**config.mk**
```make
export PLATFORM = sky130hd
export DESIGN_NAME = serial_add_sub
export DESIGN_NICKNAME = d
export VERILOG_FILES = /design/src/rtl/serial_add_sub.sv
export SDC_FILE = /design/constraint.sdc
export NUM_CORES = 1
export LEC_CHECK = 0
export ABC_AREA = 1
export CAP_MARGIN = 20
export CORE_MARGIN = 2
export CORE_UTILIZATION = 46
export DETAILED_ROUTE_END_ITERATION = 10
export GPL_ROUTABILITY_DRIVEN = 0
export GPL_TIMING_DRIVEN = 0
export PLACE_DENSITY = 0.73
export SKIP_CTS_REPAIR_TIMING = 1
export SLEW_MARGIN = 20
export SYNTH_ARGS = -nofsm -noshare
export SYNTH_HDL_FRONTEND = slang
export SYNTH_SLANG_ARGS = --single-unit
```
**constraint.sdc**
```tcl
create_clock -name clk -period 2.1 [get_ports clk]
set_input_delay 0.315 -clock clk [delete_from_list [all_inputs] [get_ports clk]]
set_output_delay 0.315 -clock clk [all_outputs]
set_load 0.005 [all_outputs]
```
**src/rtl/serial_add_sub.sv**
```systemverilog
// Bit-serial adder/subtractor: one shared full-adder slice processes the operands
// LSB first, one bit per clock, then reports result, carry/no-borrow and overflow.
module serial_add_sub #(
    parameter int WIDTH = 4,
    parameter int MODE  = 1
) (
    input  logic             clk,
    input  logic             rst_n,
    input  logic             start,
    input  logic             sel,
    input  logic [WIDTH-1:0] in0,
    input  logic [WIDTH-1:0] in1,
    output logic             busy,
    output logic             done,
    output logic [WIDTH-1:0] result,
    output logic             carry_out,
    output logic             overflow
);

    localparam int CW = $clog2(WIDTH);
    localparam logic [CW-1:0] LAST_BIT = CW'(WIDTH - 1);

    typedef enum logic [1:0] {
        S_IDLE  = 2'd0,
        S_SHIFT = 2'd1,
        S_DONE  = 2'd2
    } state_t;

    state_t            r_state;
    state_t            w_state_next;
    logic [WIDTH-1:0]  r_a;
    logic [WIDTH-1:0]  r_b;
    logic [WIDTH-1:0]  r_part;
    logic [CW-1:0]     r_cnt;
    logic              r_c;
    logic              r_busy;
    logic              r_done;
    logic [WIDTH-1:0]  r_result;
    logic              r_carry_out;
    logic              r_overflow;
    logic              w_op_add;
    logic              w_load;
    logic              w_last;
    logic              w_sum;
    logic              w_c_next;

    // Effective operation is fixed at elaboration unless runtime select is enabled.
    generate
        if (MODE == 1) begin : g_add_only
            logic w_sel_unused;
            assign w_sel_unused = sel;
            assign w_op_add     = 1'b1;
        end else if (MODE == 0) begin : g_sub_only
            logic w_sel_unused;
            assign w_sel_unused = sel;
            assign w_op_add     = 1'b0;
        end else begin : g_runtime
            assign w_op_add = sel;
        end
    endgenerate

    assign w_load   = (r_state == S_IDLE) && start;
    assign w_last   = (r_state == S_SHIFT) && (r_cnt == LAST_BIT);
    assign w_sum    = r_a[0] ^ r_b[0] ^ r_c;
    assign w_c_next = (r_a[0] & r_b[0]) | (r_a[0] & r_c) | (r_b[0] & r_c);

    // State register.
    always_ff @(posedge clk) begin
        if (!rst_n) begin
            r_state <= S_IDLE;
        end else begin
            r_state <= w_state_next;
        end
    end

    // Next-state decode.
    always_comb begin
        w_state_next = r_state;
        case (r_state)
            S_IDLE: begin
                if (start) begin
                    w_state_next = S_SHIFT;
                end else begin
                    w_state_next = S_IDLE;
                end
            end
            S_SHIFT: begin
                if (r_cnt == LAST_BIT) begin
                    w_state_next = S_DONE;
                end else begin
                    w_state_next = S_SHIFT;
                end
            end
            S_DONE:  w_state_next = S_IDLE;
            default: w_state_next = S_IDLE;
        endcase
    end

    // Status outputs registered from the next state so they align with the state register.
    always_ff @(posedge clk) begin
        if (!rst_n) begin
            r_busy <= 1'b0;
            r_done <= 1'b0;
        end else begin
            r_busy <= (w_state_next == S_SHIFT);
            r_done <= (w_state_next == S_DONE);
        end
    end

    // Serial datapath: operand load, one full-adder step per cycle, final flag capture.
    always_ff @(posedge clk) begin
        if (!rst_n) begin
            r_a         <= {WIDTH{1'b0}};
            r_b         <= {WIDTH{1'b0}};
            r_part      <= {WIDTH{1'b0}};
            r_cnt       <= {CW{1'b0}};
            r_c         <= 1'b0;
            r_result    <= {WIDTH{1'b0}};
            r_carry_out <= 1'b0;
            r_overflow  <= 1'b0;
        end else if (w_load) begin
            // Subtraction is in0 + ~in1 + 1, so invert B and preset the carry.
            r_a   <= in0;
            r_b   <= in1 ^ {WIDTH{~w_op_add}};
            r_c   <= ~w_op_add;
            r_cnt <= {CW{1'b0}};
        end else if (r_state == S_SHIFT) begin
            r_a    <= {1'b0, r_a[WIDTH-1:1]};
            r_b    <= {1'b0, r_b[WIDTH-1:1]};
            r_c    <= w_c_next;
            r_part <= {w_sum, r_part[WIDTH-1:1]};
            r_cnt  <= r_cnt + CW'(1);
            if (w_last) begin
                // r_c is the carry into the MSB here; w_c_next is the carry out of it.
                r_result    <= {w_sum, r_part[WIDTH-1:1]};
                r_carry_out <= w_c_next;
                r_overflow  <= r_c ^ w_c_next;
            end
        end
    end

    assign busy      = r_busy;
    assign done      = r_done;
    assign result    = r_result;
    assign carry_out = r_carry_out;
    assign overflow  = r_overflow;

endmodule
```
# Word level (Yosys, flattened, before mapping)
# Cells that the tools add are included.
[word_totals] in_bits=12 register_bits=25 out_inout_bits=8
[classes] reduce_logical=7 n_mux=7 bitwise=10 eq_ne=4 n_addsub=1
[ops] operator="4-bit two-way mux" count=4
[ops] operator="2-bit by 1-bit == test with 1-bit output, second input constant" count=2
[ops] operator="2-bit == test, second input constant" count=2
[ops] operator="2-bit case mux with 2 select lines" count=1
[ops] operator="1-bit bitwise AND" count=3
[ops] operator="3-bit AND reduction" count=1
[ops] operator="1-bit bitwise XOR" count=3
[ops] operator="2-bit by 1-bit adder with 2-bit output, second input constant" count=1
[ops] operator="1-bit logical AND" count=2
[ops] operator="2-bit logical NOT" count=1
[ops] operator="2-bit two-way mux" count=1
[ops] operator="1-bit inverter" count=2
[ops] operator="1-bit bitwise OR" count=2
[ops] operator="2-bit AND reduction" count=1
[ops] operator="2-bit nonzero test" count=1
[ops] operator="2-bit OR reduction" count=1
[ops] operator="1-bit two-way mux" count=1

# Longest topological paths before layout
# Gate-level depths: netlist of the first run.
[depth] ltp_word=4 depth_mapped=7 mapped_depth_nobuf=7

# Least setup slack after synthesis of the first run
# No wires, ideal clock.
[synth_path] kind="reg2reg" startpoint="register r_a[0]" endpoint="register r_overflow, in the netlist overflow" t_arrival_ns=1.070 synth_period_minus_slack_ns=1.186 n_path_buf=0 setup_ns=0.116 setup_slack_ns=0.914 path_stages_with_launch=5 path_cell_list="dfxtp_1 fa_1 xor2_1 nor2_1 nor2_1"
[synth_between] elab_chain_len=4 word_cells_on_any_way=5 cone_classes="5 x bitwise"
[synth_rtl] element="start: declaration" line_no="31" text="logic [WIDTH-1:0] r_a;"
[synth_rtl] element="start signal: assignment" line_no="113" text="r_a <= {WIDTH{1'b0}};"
[synth_rtl] element="start signal: assignment" line_no="123" text="r_a <= in0;"
[synth_rtl] element="start signal: assignment" line_no="128" text="r_a <= {1'b0, r_a[WIDTH-1:1]};"
[synth_rtl] element="1-bit bitwise AND" line_no="65" text="assign w_c_next = (r_a[0] & r_b[0]) | (r_a[0] & r_c) | (r_b[0] & r_c);"
[synth_rtl] element="1-bit bitwise OR (*) (2 in a row)" line_no="65"
[synth_rtl] element="via w_c_next" line_no="45" text="logic w_c_next;"
[synth_rtl] element="1-bit bitwise XOR (*)" line_no="137" text="r_overflow <= r_c ^ w_c_next;"
[synth_rtl] element="end signal: assignment" line_no="137"
[synth_rtl] element="end: declaration" line_no="40" text="logic r_overflow;"
# Mark *: on every way through the listed nets, which the timed path passes. The rest lies on a longest branch.
# A chain may end at the register's enable or synchronous reset.

# Final worst setup path of the first run
[layout_path] startpoint="register r_result[1], in the netlist result[1]" endpoint="output result[1]"
[layout_lines] element="start: declaration" line_no="38" text="logic [WIDTH-1:0] r_result;"
[layout_lines] element="start signal: assignment" line_no="118" text="r_result <= {WIDTH{1'b0}};"
[layout_lines] element="start signal: assignment" line_no="135" text="r_result <= {w_sum, r_part[WIDTH-1:1]};"
[layout_lines] element="end: declaration" line_no="15" text="output logic [WIDTH-1:0] result,"
# No word-level cell between the ends.

==> results summary, run 1 <==
The pin count of the biggest net entering global routing came out at 15. The first global-routing pass estimated around 3.1 mm of wire. The signal on the critical path passes through clkdlybuf4s50_1. The worst hold path was traced through 2 stages. After clock tree synthesis, the clock-pin slew on the worst setup and hold paths is ~0.13 ns. The count of final hold-check violations came out at 0. In this run the tool buffered the top-level ports with 17 buffer cells. Clock latency on the worst-skew pair, taken at its later pin, is roughly 0.31 ns. Of the synthesized area, sequential elements account for 50.1%.

The area added between synthesis and finish is 26.7%. The time the final worst path needs with I/O delays and setup came out at 1.49 ns. Summing all multi-input logic gate instances after layout gives just over 400 um2. The static leakage power came out at approximately 0.00058 uW. The count of vias placed by the detailed router is between 800 and 900. The library cell used most frequently in the layout, excluding fill and tap cells, is sky130_fd_sc_hd__nand2_1. Yosys printed 0 warnings. The final non-filler cell area is 1220 um2. The antenna cell count came out at 0. The number of standard-cell rows in the floorplan is 16. Overall power consumption after layout is estimated at just over 900 uW. From bottom edge to top edge, the die measures just under 50 um. The top achievable clock speed is around 670 MHz. The number of global-route vias before repair came out at 772.

TritonCTS built the clock tree. For the pin with the worst max-slew slack, the measured transition is between 0.3 and 0.4 ns. The number of non-filler instances in the completed layout is ~180. The first-pass detailed-route iteration total is 4. After detailed routing, the average wire length per cell comes to 9.97 um. The number of remaining DRC errors is 0.

The buffering stage count on the worst path with inverters included came out at 1. After the last flow step, the layout net total stands at between 150 and 200. Counting the fill cells in the layout gives approximately 200. The number of CTS-inserted buffers is 3. The final max-slew violation count came out at 0. The tightest min-delay check is of the reg2reg type. The final layout contains routed wiring with a total length of between 1.5 and 2 mm. The cell count after synthesis came out at about 130. In the layout the commonest cells are sky130_fd_sc_hd__nand2_1, sky130_fd_sc_hd__nor2_1, sky130_fd_sc_hd__dfxtp_1. The met1 usage in global routing came out at 18.5%. STA classifies the critical path startpoint as a register. The die width came out at ~50 um. Dividing the synthesized area by the synthesized cell count gives between 7 and 8 um2. The areal power density over the cells came out at 749 nW/um2.

The flow ran to the end, and the final reports show no timing, DRC or antenna violations. For the worst flop-to-flop path, the logic depth is 4. The maximum resistive drop on vdd is approximately 0.4 mV. The largest buffer count on any clock path is 2. Dividing the final minimum period by the clock period gives 70.8%. The number of distinct standard cells referenced by the synthesized netlist is 17. The critical path arrival is approximately 1.2 ns. The HPWL after detailed placement is roughly 1.3 mm. The number of antenna violations at the first check in global routing came out at 0.

In this run the number of cells on the critical path is 1. The fraction of final layout cells sized beyond drive strength 1 is 6.58%. The area of the core is around 2000 um2. Setup violations remaining at the end of the flow were counted as 0. The post-placement cell count came out at approximately 180. The count of clock tree sinks came out at 24.

The category of the critical setup timing path is reg2out. The kind of cell with the highest combined delay along the critical path is buffers and inverters. Once placement finished, the instance area stood at between 1000 and 1500 um2.

The total track usage is 16.6%. The layer flagged by global routing as most heavily used is met2. The kind of capture point of the worst setup path is a primary output. Setup repair after global routing left no endpoint under its margin. The endpoint required time on the critical path is roughly 1.8 ns.

The net count after synthesis is about 150. The boundary pin count is 20. The largest stage delay on the critical path is about 0.50 ns. The number of maximum-capacitance constraint violations is 0.

On the final layout, the worst clock skew is 0.00166 ns. The netlist area before placement came out at between 900 and 1000 um2. Summed over all failing endpoints, the final setup total negative slack is 0 ns.

The via density per instance is between 4 and 5. The setup slack of the most critical reg-to-reg path is 0.85 ns. The slowest stage of the critical path is the sky130_fd_sc_hd__clkdlybuf4s50_1 cell. CTS built an H-tree with a depth of 1. Summing all flip-flop and latch instances after layout gives around 480 um2. The total congestion overflow is 0. The starting utilization of the core area came out at around half. Synthesis inferred 24 register bits. The worst pin sits at a relative slew slack of 75.3%.

The met2 usage in global routing is a little under a third. The number of violations reported at the end of detailed-routing iteration 0 is 3. The final antenna-violating net count came out at 0.

The maximum fanout along the worst path came out at 2. The area enclosed by the die boundary came out at around 2500 um2. Clock tree synthesis selected as its root buffer the cell sky130_fd_sc_hd__clkbuf_4.

The global-route met3 utilization came out at around 2.7%.
path summary, 6_finish.rpt:
| path | startpoint | end |
|---|---|---|
| worst max-delay path | result[1] | result[1] |
| worst min-delay path | carry_out | carry_out |
| worst max register to register | r_a[0] | overflow |
| worst min register to register | carry_out | carry_out |
state kept, by name, summed over array words and instances, names as in the netlist, 2 cells and up:
signal / count
r_a: 4
r_b: 4
r_cnt: 2
r_part: 3
r_state: 2
result: 4
tightest hold or removal path: stages (launching register included):
cell	delay, ns
sky130_fd_sc_hd__dfxtp_1	0.33
sky130_fd_sc_hd__nand3_1	0.07
sky130_fd_sc_hd__nand2_1	0.05
per-layer routing:
layer  wire (um)  part of all wire, %
met1         830                   46
met2         886                   50
met3          60                  3.4
met4           7                 0.39
met5           0                    0
kinds of logic after synthesis:
| kind of cell | synth area share [%] |
|---|---|
| fa+ha+maj | 3.39 |
| simple gates | 28.8 |
| compound gates | 8.74 |
| flops | 50.1 |
| buf+inv | 7.17 |
| xor+xnor | 1.83 |
power by group:
| group | internal [uW] | leakage [uW] | switching [uW] |
|---|---|---|---|
| Clock | 193 | 0.0000279 | 137 |
| Combinational | 42.5 | 0.000361 | 51.3 |
| Sequential | 475 | 0.000196 | 12.3 |
through the flow:
| stage | worst slack, ns | hold WS [ns] | util (%) |
|---|---|---|---|
| final | 0.614 | 0.477 | 62.0 |
| after global routing | 0.541 | 0.499 | 62.0 |
| after CTS | 0.589 | 0.481 | 62.0 |
| after detailed placement | 0.585 | 0.462 | 59.3 |
| after global placement | 0.587 | 0.453 | 59.3 |
| after floorplan | 0.914 | 0.436 | - |
cell usage after synthesis:
library cell | n | area share (%)
sky130_fd_sc_hd__a21oi_1 | 7 | 3.7
sky130_fd_sc_hd__buf_2 | 1 | 0.52
sky130_fd_sc_hd__clkbuf_1 | 2 | 0.78
sky130_fd_sc_hd__clkinv_1 | 1 | 0.39
sky130_fd_sc_hd__dfxtp_1 | 24 | 50
sky130_fd_sc_hd__fa_1 | 1 | 2.1
sky130_fd_sc_hd__ha_1 | 1 | 1.3
sky130_fd_sc_hd__inv_1 | 13 | 5.1
sky130_fd_sc_hd__inv_2 | 1 | 0.39
sky130_fd_sc_hd__nand2_1 | 32 | 13
sky130_fd_sc_hd__nand2_2 | 1 | 0.65
sky130_fd_sc_hd__nand3_1 | 8 | 4.2
sky130_fd_sc_hd__nor2_1 | 26 | 10
sky130_fd_sc_hd__nor2_2 | 2 | 1.3
sky130_fd_sc_hd__o21ai_0 | 8 | 4.2
sky130_fd_sc_hd__o21ai_2 | 1 | 0.91
sky130_fd_sc_hd__xor2_1 | 2 | 1.8
cell type report:
type	count	area share, %
flip-flops and latches	24	39.5
multi-input cells	89	33.7
repair buffers	17	14.0
inverters	15	4.63
well taps	27	2.78
clock inverters	1	2.47
clock buffers	3	1.85
plain buffers	3	1.03
No activity file was read; power rests on OpenSTA's default activity.
==> run 2: changes to the inputs <==
==> constraint.sdc (replaced) <==
create_clock -name clk -period 1.4 [get_ports clk]
set_input_delay 0.21 -clock clk [delete_from_list [all_inputs] [get_ports clk]]
set_output_delay 0.21 -clock clk [all_outputs]
set_load 0.005 [all_outputs]
==> run 2 against run 1 <==
  * Clock power is 50% higher
  * Die area stayed put
  * Final cell count is 0.56% higher
  * Sequential power is 50% higher
  * Largest cell class unchanged
  * Core utilization is 1.1 points higher
  * Non-clock buffer count is 1 higher
  * Routed wire length is 1.9% higher
  * Final area is 1.7% higher
  * Critical path depth stayed put
  * Setup slack worse by 0.58 ns
  * Global-route usage stayed put
==> results summary, run 2 (same netlist as run 1, synthesis figures left out) <==
The number of levels the H-tree was split into is 1 (unchanged). The post-detailed-placement cell area was 1160 um2 (unchanged). In this run the critical register-to-register path is launched from r_a[0].

The final net count is 168 (+0.60%). The fraction of final layout cells sized beyond drive strength 1 is 10.5% (+3.9 points). The count of clock tree sinks is 24 (unchanged). The largest stage delay on the critical path came out at 0.50 ns (about the same). The count of vias placed by the detailed router came out at 829 (+0.36%). The number of standard-cell rows in the floorplan is 16 (unchanged). Leaving out fill and tap cells, the most frequent cells in the layout are sky130_fd_sc_hd__nand2_1, sky130_fd_sc_hd__nor2_1, sky130_fd_sc_hd__dfxtp_1. The proportion of power drawn by combinational gates is 10.3% (about the same).

The run finished with clean final reports. The number of cells on the critical path came out at 1 (unchanged). The buffering stage count on the worst path with inverters included is 1 (unchanged). The boundary pin count is 20 (unchanged). The total of endpoints with negative setup slack in the final report came out at 0 (unchanged). Compared with the post-synthesis result, the final layout area differs by 28.9%. The proportion of power drawn by the clock network came out at 36.2% (about the same). The pin count of the biggest net entering global routing came out at 15 (unchanged).

The clock skew after layout is 0.00148 ns (-0.000182 ns). The min-delay analysis places its worst path in the category in2reg. The maximum resistive drop on vdd is 0.615 mV (+50%). The area of the core is 1960 um2 (unchanged).

The most critical setup path has its endpoint at result[1]. The register clock-pin slew on the reported worst setup and hold paths was 0.13 ns (about the same). The relative max-transition margin came out at 75.4% (+0.10 points).

The sum of net half-perimeters after detailed placement is 1.28 mm (unchanged). Leaving out fill and tap cells, the most frequent cell in the layout is sky130_fd_sc_hd__nand2_1. The area enclosed by the die boundary is 2470 um2 (unchanged).

The number of non-filler instances in the completed layout came out at 180 (+0.56%). The number of antenna violations at the first check in global routing is 0 (unchanged). The setup slack of the most critical reg-to-reg path came out at 0.15 ns (-0.70 ns). The post-placement cell count came out at 175 (unchanged). The endpoint identified for the worst register-to-register timing path is overflow.

The worst setup path is launched from a register. The critical path arrival is 1.15 ns (-0.02 ns). STA classifies the critical path endpoint as a primary output.

The number of violations reported at the end of detailed-routing iteration 0 is 3 (unchanged). The via density per instance came out at 4.61 (-0.19%). The post-route setup TNS came to 0 ns (unchanged). The number of remaining DRC errors came out at 0 (unchanged).

On the critical path the largest part of the delay comes from buffers and inverters. In this run the worst setup path begins at result[1]. The total power consumption of the routed design came out at 1370 uW (+50%). The depth of the worst register-to-register path came out at 4 (unchanged). The actual transition at the worst max-transition pin is 0.370 ns (-0.00156 ns). The clock latency at the later pin of the worst-skew pair came out at 0.31 ns (about the same). The portion of total power attributed to sequential cells is 53.5% (about the same). The final max-slew violation count was 0 (unchanged). The maximum fanout along the worst path is 2 (unchanged). The setup path with the least slack is of type reg2out. The fraction of power spent switching nets came to 22.0% (about the same). TritonCTS built the clock tree. The static leakage power is 0.000649 uW (+11%). The total congestion overflow came out at 0 (unchanged). Derived from the worst setup path, the maximum achievable clock frequency is 733 MHz. The endpoint required time on the critical path is 1.19 ns (-0.59 ns). The global-route wire length before repair came out at 3.15 mm (unchanged). The time the final worst path needs with I/O delays and setup is roughly 1.4 ns.

The first-pass detailed-route iteration total came to 4 (unchanged). The antenna cell count was 0 (unchanged). The internal power summed over all cells came out at 1070 uW (+50%).

The switching power came out at 301 uW (+50%). The number of maximum-capacitance constraint violations came out at 0 (unchanged). The number of global-route vias before repair is 772 (unchanged). The final non-filler cell area was 1240 um2 (+1.7%).

The overall routed net length is 1.82 mm (+1.9%). The areal power density over the cells is 1100 nW/um2 (+47%). The largest buffer count on any clock path came to 2 (unchanged). The die width is 49.7 um (unchanged). The number of CTS-inserted buffers is 3 (unchanged).

The signal on the critical path passes through clkdlybuf4s50_1. The worst-case setup margin in the final layout came out at 0.0361 ns (-0.577 ns). On the critical path, the stage with the largest delay is an instance of sky130_fd_sc_hd__clkdlybuf4s50_1. The final antenna-violating net count came out at 0 (unchanged). The die outline height is 49.7 um (unchanged). The final critical-path share of the clock period came out at about 97%. The count of final hold-check violations is 0 (unchanged). The starting utilization of the core area came to 48.9% (unchanged).

The total track usage came out at 16.6% (unchanged). The tree is rooted in a sky130_fd_sc_hd__clkbuf_4. The average detailed-routed wire length per instance came out at 10.1 um (+1.3%). The count of buffers from port buffering came out at 17 (unchanged). The post-placement worst setup slack came to -0.00956 ns (-0.595 ns).
[run 2: layer usage]
layer  vias up  GRT usage (%)  wire length [um]
met3         2           2.73                62
met4         0           5.56                 7
met2        15           31.3               906
li1        448              -                 -
met5         -              0                 0
met1       364           18.5               843
[run 2: worst min-delay path by stage]
stage / startpoint / cells past startpoint / end
2_1_floorplan: rst_n / 2 / r_state[1]
3_3_place_gp: r_part[2] / 2 / r_part[2]
3_5_place_dp: r_part[2] / 2 / r_part[2]
4_1_cts: start / 3 / r_state[0]
5_1_grt: start / 3 / r_state[0]
6_report: start / 3 / r_state[0]
[run 2: layout make-up]
type                       count  area [um2]
fill                         200         724
sequential                    24         487
multi-input combinational     89         410
timing repair buffer          18         185
inverter                      15        56.3
tap                           27        33.8
clock inverter                 1        30.0
clock buffer                   3        22.5
buffer                         3        12.5
[run 2: power groups by stage]
stage / logic [uW] / registers, uW / clock network (uW)
final: 141 / 731 / 494
after global routing: 163 / 735 / 536
after CTS: 142 / 731 / 500
after detailed placement: 141 / 746 / 0
after global placement: 139 / 745 / 0
after floorplan: 89.0 / 744 / 0
[run 2: metrics by stage]
step / hold slack [ns] / util (%)
finish: 0.382 / 63.1
global placement: 0.453 / 59.3
detailed placement: 0.462 / 59.3
global route: 0.423 / 63.1
floorplan: 0.339 / -
CTS: 0.383 / 62.0
[run 2: worst reg2reg max path: cells and delay by family (launching register included)]
kind,cells,cell delay [ns]
DFF,1,0.36
xor gates and xnor gates,1,0.18
and+or+nand+nor,2,0.15
adders and majority gates,1,0.48
==> run 3: changes to the inputs <==
--- a/config.mk
+++ b/config.mk
@@ -7,12 +7,11 @@
 export LEC_CHECK = 0
 export ABC_AREA = 1
 export CAP_MARGIN = 20
-export CORE_MARGIN = 2
 export CORE_UTILIZATION = 46
 export DETAILED_ROUTE_END_ITERATION = 10
 export GPL_ROUTABILITY_DRIVEN = 0
 export GPL_TIMING_DRIVEN = 0
-export PLACE_DENSITY = 0.73
+export PLACE_DENSITY_LB_ADDON = 0.05
 export SKIP_CTS_REPAIR_TIMING = 1
 export SLEW_MARGIN = 20
 export SYNTH_ARGS = -nofsm -noshare
==> constraint.sdc (replaced) <==
create_clock -name clk -period 1.4 [get_ports clk]
set_input_delay 0.14 -clock clk [delete_from_list [all_inputs] [get_ports clk]]
set_output_delay 0.14 -clock clk [all_outputs]
set_load 0.005 [all_outputs]
==> run 3 against run 2 <==
  * The run now ends with design-rule violations left
  * Global-route usage increased by 1.3 points
  * Sequential cell count did not move
  * Routed wire length down 4.7%
  * Core utilization decreased by 1.7 points
  * Register-to-register slack barely moved
  * Sequential share of layout area grew 0.54 points
  * Worst hold slack lost 0.088 ns
  * Sequential power hardly changed
  * Setup slack improved by 0.055 ns
  * Critical path type unchanged
==> results summary, run 3 (same netlist as run 1, synthesis figures left out) <==
The run finished, with violations left. The checks that failed: design-rule violations. The worst slack on hold paths came to 0.294 ns (-0.0875 ns). The final max-slew violation count came out at 0 (unchanged). The maximum fanout along the worst path came to 2 (unchanged). The post-route setup TNS is 0 ns (unchanged).

The top achievable clock speed was 764 MHz (+4.2%). The count of vias placed by the detailed router is 831 (+0.24%). The endpoint required time on the critical path is 1.26 ns (+0.07 ns). The total congestion overflow is 0 (unchanged). The number of antenna violations at the first check in global routing is 0 (unchanged). The library cell contributing the largest single delay on the critical path is sky130_fd_sc_hd__clkdlybuf4s50_1. The final critical-path share of the clock period is 93.5% (-3.9 points).

The post-detailed-placement cell area is 1160 um2 (unchanged). The total track usage came to 17.9% (+1.3 points). The critical path arrival came to 1.17 ns (+0.02 ns).

The fraction of final layout cells sized beyond drive strength 1 is 6.58% (-3.9 points). STA classifies the critical path endpoint as a primary output. The clock tree from TritonCTS is yes. The total of endpoints with negative setup slack in the final report is 0 (unchanged). The count of clock tree sinks came out at 24 (unchanged).

The areal power density over the cells is 1030 nW/um2 (-6.9%). Walking the worst path, the cells encountered are clkdlybuf4s50_1. The register clock-pin slew on the reported worst setup and hold paths is 0.13 ns (about the same). The relative max-transition margin came to 76.9% (+1.6 points).

The most common library cell in the layout ignoring fill and taps is sky130_fd_sc_hd__nand2_1. The static leakage power is 0.000578 uW (-11%). The via density per instance is 4.64 (+0.80%).

The number of levels the H-tree was split into came out at 1 (unchanged). The pin count of the biggest net entering global routing is 14 (-1). The library cells used most frequently in the layout, excluding fill and tap cells, are sky130_fd_sc_hd__nand2_1, sky130_fd_sc_hd__nor2_1, sky130_fd_sc_hd__dfxtp_1. The antenna cell count came to 0 (unchanged). The largest buffer count on any clock path was 2 (unchanged). The setup slack of the most critical reg-to-reg path came out at 0.14 ns (about the same).

The die outline height is 47.7 um (-4.0%). The sum of net half-perimeters after detailed placement came out at 1.27 mm (-0.71%). The area added between synthesis and finish came out at 25.6%. The number of global-route vias before repair came out at 638 (-17%).

The final net count is 167 (-0.60%). The area enclosed by the die boundary came out at 2270 um2 (-7.9%). The number of maximum-capacitance constraint violations came to 0 (unchanged).

The number of CTS-inserted buffers is 3 (unchanged). The boundary pin count is 20 (unchanged). The average detailed-routed wire length per instance was 9.68 um (-4.2%).

The cell family with the largest share of critical-path delay is buffers and inverters. The core occupancy in the finished layout came out at 61.4% (-1.7 points). The clock skew after layout is 0.00253 ns (+0.00105 ns). The final antenna-violating net count came out at 0 (unchanged). The total power consumption of the routed design is 1240 uW (-9.3%). The final non-filler cell area is 1200 um2 (-2.6%). The first-pass detailed-route iteration total is 7 (+3). The number of standard-cell rows in the floorplan came out at 16 (unchanged). The number of violations reported at the end of detailed-routing iteration 0 came out at 7 (+4). The type of element launching the critical path is a register. The type of the tightest min-delay check is in2reg. The overall routed net length is 1.73 mm (-4.7%).

The area of the core is 1960 um2 (unchanged). The starting utilization of the core area came to 48.9% (unchanged). The number of remaining DRC errors is 1 (+1). The maximum resistive drop on vdd came out at 0.660 mV (+7.3%). The tree is rooted in a sky130_fd_sc_hd__clkbuf_4. Setup repair after global routing left no endpoint under its margin. The global-route wire length before repair came out at 2.77 mm (-12%). The die width came out at 47.7 um (-4.0%).

The category of the critical setup timing path is reg2out. The clock latency at the later pin of the worst-skew pair is 0.31 ns (about the same). The largest stage delay on the critical path is 0.50 ns (about the same). The count of buffers from port buffering is 17 (unchanged). The actual transition at the worst max-transition pin is 0.346 ns (-0.0233 ns).

The time the final worst path needs with I/O delays and setup came to 1.31 ns (-0.0553 ns). The buffering stage count on the worst path with inverters included came out at 1 (unchanged). The count of final hold-check violations is 0 (unchanged).
==> run 3: cell count changes in the layout (fill, tap and decap cells not counted), sizes merged <==
cell           previous run  this run
buf                       2         1
bufinv                    1         0
clkbuf                    5         6
clkdlybuf4s50            14        17
dlymetal6s2s              3         0
==> run 3: area by class of cell <==
| type | count | area [um2] |
|---|---|---|
| Fill cell | 205 | 757 |
| Sequential cell | 24 | 480 |
| Multi-Input combinational cell | 89 | 415 |
| Timing Repair Buffer | 17 | 170 |
| Inverter | 15 | 56.3 |
| Clock buffer | 4 | 36.3 |
| Tap cell | 27 | 33.8 |
| Buffer | 3 | 12.5 |
==> run 3: final timing paths <==
kind | from | to | cells past startpoint
worst max register to register | r_a[0] | overflow | 4
worst min register to register | carry_out | carry_out | 2
worst min-delay path | start | r_state[0] | 3
worst max-delay path | result[1] | result[1] | 1
==> run 3: metal layers <==
layer	routed length (um)	up-vias	track usage, %
met2	780	12	25.5
met5	0	-	0
met3	48	5	3.40
met4	40	0	10.0
met1	864	372	25.3
li1	-	442	-
==> run 3: through the flow <==
step,worst slack (ns),instances
6_report,0.0914,179
5_1_grt,0.0316,179
4_1_cts,0.0816,179
3_5_place_dp,0.0620,175
3_3_place_gp,0.0735,175
2_1_floorplan,0.214,131
==> run 3: where the power goes <==
part | switching (uW) | internal, uW | total [uW]
Sequential | 18.4 | 713 | 731
Clock | 207 | 159 | 366
Combinational | 77.0 | 64.4 | 141
Total | 302 | 936 | 1240
